===== src/rtl/reflex_sequencer.sv =====
// Reaction-time game sequencer: debounced ready/fire buttons, a random armed delay, and reaction timing in ticks.
// Optional best-time tracking is built when REFLEX_BEST_TIME_EN is defined.
//
// state   | meaning
// IDLE    | waiting for the first ready press
// ARMED   | counting the random delay; fire here is a false start
// LIT     | led on, reaction counter running
// DONE    | valid reaction latched in result
// FALSE   | fire pressed before the light came on
// TIMEOUT | no fire within TIMEOUT_TICKS
module reflex_sequencer #(
    parameter int DEBOUNCE_CYCLES = 50,
    parameter int TICK_DIV        = 10,
    parameter int DELAY_MIN       = 8,
    parameter int DELAY_STEP      = 4,
    parameter int TIMEOUT_TICKS   = 999
) (
    input  logic        clk,
    input  logic        reset,
    input  logic        ready_n,
    input  logic        fire_n,
    output logic        led,
    output logic [11:0] result,
    output logic        result_valid,
    output logic        false_start,
    output logic        timeout,
    output logic [2:0]  state
`ifdef REFLEX_BEST_TIME_EN
    ,
    output logic [11:0] best
`endif
);

    typedef enum logic [2:0] {
        S_IDLE    = 3'd0,
        S_ARMED   = 3'd1,
        S_LIT     = 3'd2,
        S_DONE    = 3'd3,
        S_FALSE   = 3'd4,
        S_TIMEOUT = 3'd5
    } state_t;

    localparam int DEB_W = $clog2(DEBOUNCE_CYCLES + 1);
    localparam int DIV_W = $clog2(TICK_DIV + 1);
    localparam logic [DEB_W-1:0] DEB_MAX  = DEB_W'(DEBOUNCE_CYCLES);
    localparam logic [DEB_W-1:0] DEB_FIRE = DEB_W'(DEBOUNCE_CYCLES - 1);
    localparam logic [DIV_W-1:0] DIV_MAX  = DIV_W'(TICK_DIV - 1);
    localparam logic [11:0] DMIN_C = 12'(DELAY_MIN);
    localparam logic [11:0] STEP_C = 12'(DELAY_STEP);
    localparam logic [11:0] TO_C   = 12'(TIMEOUT_TICKS);

    logic rdy_s1_q, rdy_s2_q, fir_s1_q, fir_s2_q;
    logic [DEB_W-1:0] rdy_cnt_q, rdy_cnt_d, fir_cnt_q, fir_cnt_d;
    logic [DIV_W-1:0] div_q, div_d;
    logic [7:0]  lfsr_q, lfsr_d;
    logic [11:0] delay_q, delay_d, dcnt_q, dcnt_d, react_q, react_d;
    logic [11:0] result_q, result_d;
    state_t state_q, state_d;
    logic led_q, led_d, valid_q, valid_d, false_q, false_d, tout_q, tout_d;
    logic rdy_btn, fir_btn, rdy_press, fir_press, tick;
`ifdef REFLEX_BEST_TIME_EN
    logic [11:0] best_q, best_d;
`endif

    always_comb begin
        rdy_btn   = ~rdy_s2_q;
        fir_btn   = ~fir_s2_q;
        rdy_cnt_d = rdy_btn ? ((rdy_cnt_q == DEB_MAX) ? rdy_cnt_q : rdy_cnt_q + 1'b1) : '0;
        fir_cnt_d = fir_btn ? ((fir_cnt_q == DEB_MAX) ? fir_cnt_q : fir_cnt_q + 1'b1) : '0;
        // The counter passes DEBOUNCE_CYCLES-1 only once per hold, so each pulse is single.
        rdy_press = rdy_btn && (rdy_cnt_q == DEB_FIRE);
        fir_press = fir_btn && (fir_cnt_q == DEB_FIRE);
        tick      = (div_q == DIV_MAX);
        div_d     = tick ? '0 : div_q + 1'b1;
        lfsr_d    = {lfsr_q[6:0], lfsr_q[7] ^ lfsr_q[5] ^ lfsr_q[4] ^ lfsr_q[3]};

        state_d  = state_q;
        delay_d  = delay_q;
        dcnt_d   = dcnt_q;
        react_d  = react_q;
        result_d = result_q;

        case (state_q)
            S_IDLE: if (rdy_press) state_d = S_ARMED;
            S_ARMED: begin
                if (fir_press)               state_d = S_FALSE;
                else if (dcnt_q == delay_q)  state_d = S_LIT;
                else if (tick)               dcnt_d  = dcnt_q + 12'd1;
            end
            S_LIT: begin
                // Fire wins over a coincident tick, so result is the pre-increment count.
                if (fir_press) begin
                    result_d = react_q;
                    state_d  = S_DONE;
                end else if (react_q == TO_C) begin
                    result_d = TO_C;
                    state_d  = S_TIMEOUT;
                end else if (tick) begin
                    react_d = react_q + 12'd1;
                end
            end
            S_DONE, S_FALSE, S_TIMEOUT: if (rdy_press) state_d = S_ARMED;
            default: state_d = S_IDLE;
        endcase

        if (state_d == S_ARMED && state_q != S_ARMED) begin
            div_d   = '0;
            dcnt_d  = '0;
            delay_d = DMIN_C + 12'(lfsr_q[2:0]) * STEP_C;
        end
        if (state_d == S_LIT && state_q != S_LIT) begin
            div_d   = '0;
            react_d = '0;
        end

        led_d   = (state_d == S_LIT);
        valid_d = (state_d == S_DONE);
        false_d = (state_d == S_FALSE);
        tout_d  = (state_d == S_TIMEOUT);
`ifdef REFLEX_BEST_TIME_EN
        best_d = best_q;
        if (state_d == S_DONE && state_q != S_DONE && result_d < best_q) best_d = result_d;
`endif
    end

    always_ff @(posedge clk) begin
        if (!reset) begin
            rdy_s1_q  <= 1'b1;
            rdy_s2_q  <= 1'b1;
            fir_s1_q  <= 1'b1;
            fir_s2_q  <= 1'b1;
            rdy_cnt_q <= '0;
            fir_cnt_q <= '0;
            div_q     <= '0;
            lfsr_q    <= 8'hA5;
            delay_q   <= '0;
            dcnt_q    <= '0;
            react_q   <= '0;
            result_q  <= '0;
            state_q   <= S_IDLE;
            led_q     <= 1'b0;
            valid_q   <= 1'b0;
            false_q   <= 1'b0;
            tout_q    <= 1'b0;
`ifdef REFLEX_BEST_TIME_EN
            best_q    <= 12'hFFF;
`endif
        end else begin
            rdy_s1_q  <= ready_n;
            rdy_s2_q  <= rdy_s1_q;
            fir_s1_q  <= fire_n;
            fir_s2_q  <= fir_s1_q;
            rdy_cnt_q <= rdy_cnt_d;
            fir_cnt_q <= fir_cnt_d;
            div_q     <= div_d;
            lfsr_q    <= lfsr_d;
            delay_q   <= delay_d;
            dcnt_q    <= dcnt_d;
            react_q   <= react_d;
            result_q  <= result_d;
            state_q   <= state_d;
            led_q     <= led_d;
            valid_q   <= valid_d;
            false_q   <= false_d;
            tout_q    <= tout_d;
`ifdef REFLEX_BEST_TIME_EN
            best_q    <= best_d;
`endif
        end
    end

    assign led          = led_q;
    assign result       = result_q;
    assign result_valid = valid_q;
    assign false_start  = false_q;
    assign timeout      = tout_q;
    assign state        = state_q;
`ifdef REFLEX_BEST_TIME_EN
    assign best         = best_q;
`endif

endmodule

===== config.mk =====
export PLATFORM = sky130hd
export DESIGN_NAME = reflex_sequencer
export DESIGN_NICKNAME = d
export VERILOG_FILES = /design/src/rtl/reflex_sequencer.sv
export SDC_FILE = /design/constraint.sdc
export NUM_CORES = 1
export LEC_CHECK = 0
export ABC_AREA = 1
export CAP_MARGIN = 30
export CORE_UTILIZATION = 58
export CTS_CLUSTER_SIZE = 14
export DETAILED_ROUTE_END_ITERATION = 12
export PLACE_DENSITY = 0.78
export SLEW_MARGIN = 40
export SYNTH_ARGS = -nofsm -noshare
export SYNTH_HDL_FRONTEND = slang
export SYNTH_SLANG_ARGS = --single-unit
export TNS_END_PERCENT = 5

===== constraint.sdc =====
create_clock -name clk -period 2.15 [get_ports clk]
set_input_delay 0.43 -clock clk [delete_from_list [all_inputs] [get_ports clk]]
set_output_delay 0.43 -clock clk [all_outputs]
set_load 0.02 [all_outputs]

==> results.sh, run 1 <==
export IMPL_seqCellArea_mm2=0.00150
export IMPL_start_util=0.620
export IMPL_worst_slew_pin_slew_ns=0.409
export IMPL_synth_largest_area_cell="dfxtp_1"
export IMPL_clk_pin_slew_worst_paths_ns=0.07
export IMPL_grt_total_usage=0.231
export IMPL_ios=23
export IMPL_clock_path_buffers=2
export IMPL_cts_buffers=9
export IMPL_post_route_period_util=0.891
export IMPL_async_flop_share=0
export IMPL_num_nets_final=497
export IMPL_crit_required_ns=2.37
export IMPL_cpMostUsedCell="nor2_1"
export IMPL_antenna_found_initial=0
export IMPL_synth_edff_count=0
export IMPL_synth_nets=465
export IMPL_dpl_instance_area_mm2=0.00381
export IMPL_core_area_mm2=0.00564
export IMPL_grt_pass1_vias=2690
export IMPL_synthTopCellsByArea="dfxtp_1 (43%), nand2_1 (10%), inv_1 (6.4%)"
export IMPL_dp_hpwl_mm=4.66
export IMPL_vias_per_cell=5.12
export IMPL_synth_area_mm2=0.00350
export IMPL_rsz0062_at_grt="no"
export IMPL_maxCapViolCount=0
export IMPL_yosysMostFrequentCell="nand2_1"
export IMPL_cpMaxStageDelayCell="dfxtp_1"
export IMPL_num_vias=2852
export IMPL_cp_arrival_ns=2.14
export IMPL_htree_levels=3
export IMPL_synth_seq_cells=75
export IMPL_post_synth_num_cell_types=32
export IMPL_stdcell_count=557
export IMPL_dp_worst_setup_slack_ns=0.269
export IMPL_finalInstanceArea_mm2=0.00397
export IMPL_num_fill_cells=492
export IMPL_synth_top_area_frac=0.429
export IMPL_dr_pass1_iters=4
export IMPL_overflow=0
export IMPL_clock_latency_ns=0.34
export IMPL_grt_pass1_wl_mm=11.5
export IMPL_wire_per_inst_um=11.5
export IMPL_setup_violations_final=0
export IMPL_cp_start_kind="flop"
export IMPL_timing_final_ws_setup_ns=0.233
export IMPL_critPathTopFamily="simple AND/OR/NAND/NOR gates"
export IMPL_synth_top_cells_by_count="nand2_1 (96), dfxtp_1 (75), inv_1 (60), nor2_1 (53), nand3_1 (27)"
export IMPL_relSlewSlack=0.727
export IMPL_dp_cells=542
export IMPL_port_buffers=22
export IMPL_path_class="flop to flop"
export IMPL_synth_seq_area_share=0.429
export IMPL_die_h_um=79.6
export IMPL_endpoint_kind="flop"
export IMPL_drt_initial_drc_count=139
export IMPL_fin_crit_ns=1.92
export IMPL_finalWirelength_mm=6.42
export IMPL_max_stage_delay_ns=0.41
export IMPL_vdd_ir_drop_worst_uv=394
export IMPL_ant_nets=0
export IMPL_fin_skew_ns=0.00985
export IMPL_path_buf_inv=0
export IMPL_hold_violations=0
export IMPL_multiInputGateArea_mm2=0.00172
export IMPL_path_cells="ha_1 > nand2_1 > nor2_1 > nand3_2 > nand2_2 > nand2_4 > nand3_4 > nand2_4 > nor2_4 > nor2_1 > nand2_1 > nor2_1"
export IMPL_gp_congestion=0.866
export IMPL_syn_instance_count=449
export IMPL_syn2layout_area_growth_pct=13.6
export IMPL_fmax_mhz=522
export IMPL_die_area_mm2=0.00634
export IMPL_root_buffer="clkbuf_8"
export IMPL_grt_max_degree=19
export IMPL_ys_flop_type="dfxtp_1"
export IMPL_avgSynthCellArea_um2=7.79
export IMPL_n_antenna_cell=0
export IMPL_layout_drive_gt1_share=0.124
export IMPL_crit_path_max_fanout=7
export IMPL_yosysWarnings=0
export IMPL_die_w_um=79.6
export IMPL_p_per_area_mw_per_mm2=606
export IMPL_setup_tns_ns=0
export IMPL_run_status="completed"
export IMPL_hold_path_class="flop to flop"
export IMPL_total_leakage_power_uw=0.00156
export IMPL_num_rows=27
export IMPL_slew_viol_final=0
export IMPL_cts_tree="yes"
export IMPL_drc=0
export IMPL_clkSinkCount=75
## per-stage QoR
stage | total power (uW) | utilization | hold slack, ns
6_report | 2410 | 0.704 | 0.420
5_1_grt | 2500 | 0.704 | 0.433
4_1_cts | 2430 | 0.703 | 0.419
3_5_place_dp | 1530 | 0.675 | 0.399
3_3_place_gp | 1530 | 0.675 | 0.398
2_1_floorplan | 1510 | - | 0.393
## worst reg2reg max path, cell delays in order (launching register included)
cell and delay [ns]:
dfxtp_1 0.41, ha_1 0.20, nand2_1 0.08, nor2_1 0.15, nand3_2 0.14, nand2_2 0.11
nand2_4 0.08, nand3_4 0.11, nand2_4 0.08, nor2_4 0.16, nor2_1 0.06, nand2_1 0.16
nor2_1 0.06
## flip-flops by register name, indices dropped and copies added (netlist names)
| name | flops |
|---|---|
| dcnt_q | 12 |
| delay_q | 4 |
| div_q | 4 |
| false_start | 1 |
| fir_cnt_q | 6 |
| fir_s1_q | 1 |
| fir_s2_q | 1 |
| led | 1 |
| lfsr_q | 8 |
| rdy_cnt_q | 6 |
| rdy_s1_q | 1 |
| rdy_s2_q | 1 |
| react_q | 12 |
| result | 12 |
| result_valid | 1 |
| state | 3 |
| timeout | 1 |
## final timing paths
path | slack [ns] | end | cells past startpoint | start
max | 0.23 | div_q[2] | 12 | react_q[0]
min | 0.42 | rdy_s2_q | 1 | rdy_s1_q
max reg2reg | 0.23 | div_q[2] | 12 | react_q[0]
min reg2reg | 0.42 | rdy_s2_q | 1 | rdy_s1_q
## cells in the final DEF, fill, tap and decap left out, drive strengths merged, types with 3 or more instances in the layout
cell type,synthesis,layout
clkinv,0,3
xnor2,9,9
clkdlybuf4s50,0,22
dfxtp,75,75
o221ai,8,8
o21ai,11,11
clkbuf,3,12
nand4,7,7
nor3,9,9
inv,61,61
nor2,60,60
nand3,33,33
buf,4,6
ha,12,12
or2,7,7
nand2,103,103
a21oi,32,32
xor2,11,11
## repair_timing
item,CTS,global route
endpoints found under the hold margin,0,0
hold buffers,0,0
buffers inserted,0,0
setup endpoints to repair,0,4
resized for setup,0,1
## power breakdown
| part | total [uW] | internal, uW | switching, uW |
|---|---|---|---|
| Sequential | 1420 | 1410 | 12.5 |
| Combinational | 73.6 | 31.3 | 42.3 |
| Clock | 909 | 439 | 470 |
| Total | 2410 | 1880 | 525 |
## layout make-up
cell class	instances	share of cell area
timing repair buffer	28	0.0668
clock inverter	3	0.00378
tap	72	0.0227
inverter	61	0.0577
sequential	75	0.378
clock buffer	12	0.0366
multi-input combinational	306	0.434
## metal layers
metal,up-vias,track usage,part of all wire
li1,1488,-,-
met1,1310,0.298,0.49
met2,44,0.381,0.46
met3,10,0.0411,0.038
met4,0,0.0927,0.014
met5,-,0,0
## cell families (layout without fill, tap and decap cells)
group	count (synthesis)	count (layout)	synth area share
and+or+nand+nor	221	221	0.300
adders and majority gates	12	12	0.0429
xor gates and xnor gates	20	20	0.0501
buffers and inverters	68	104	0.0780
AOI/OAI and AO/OA	53	53	0.0995
DFF	75	75	0.429
(Power assumes the default switching activity.)
==> run 2: changes to the inputs <==
SKIP_CTS_REPAIR_TIMING = 1   (was default)
SLEW_MARGIN = 20   (was 40)
==> results of run 2 <==
The final DEF is identical to that of run 1; final timing and power are the same.
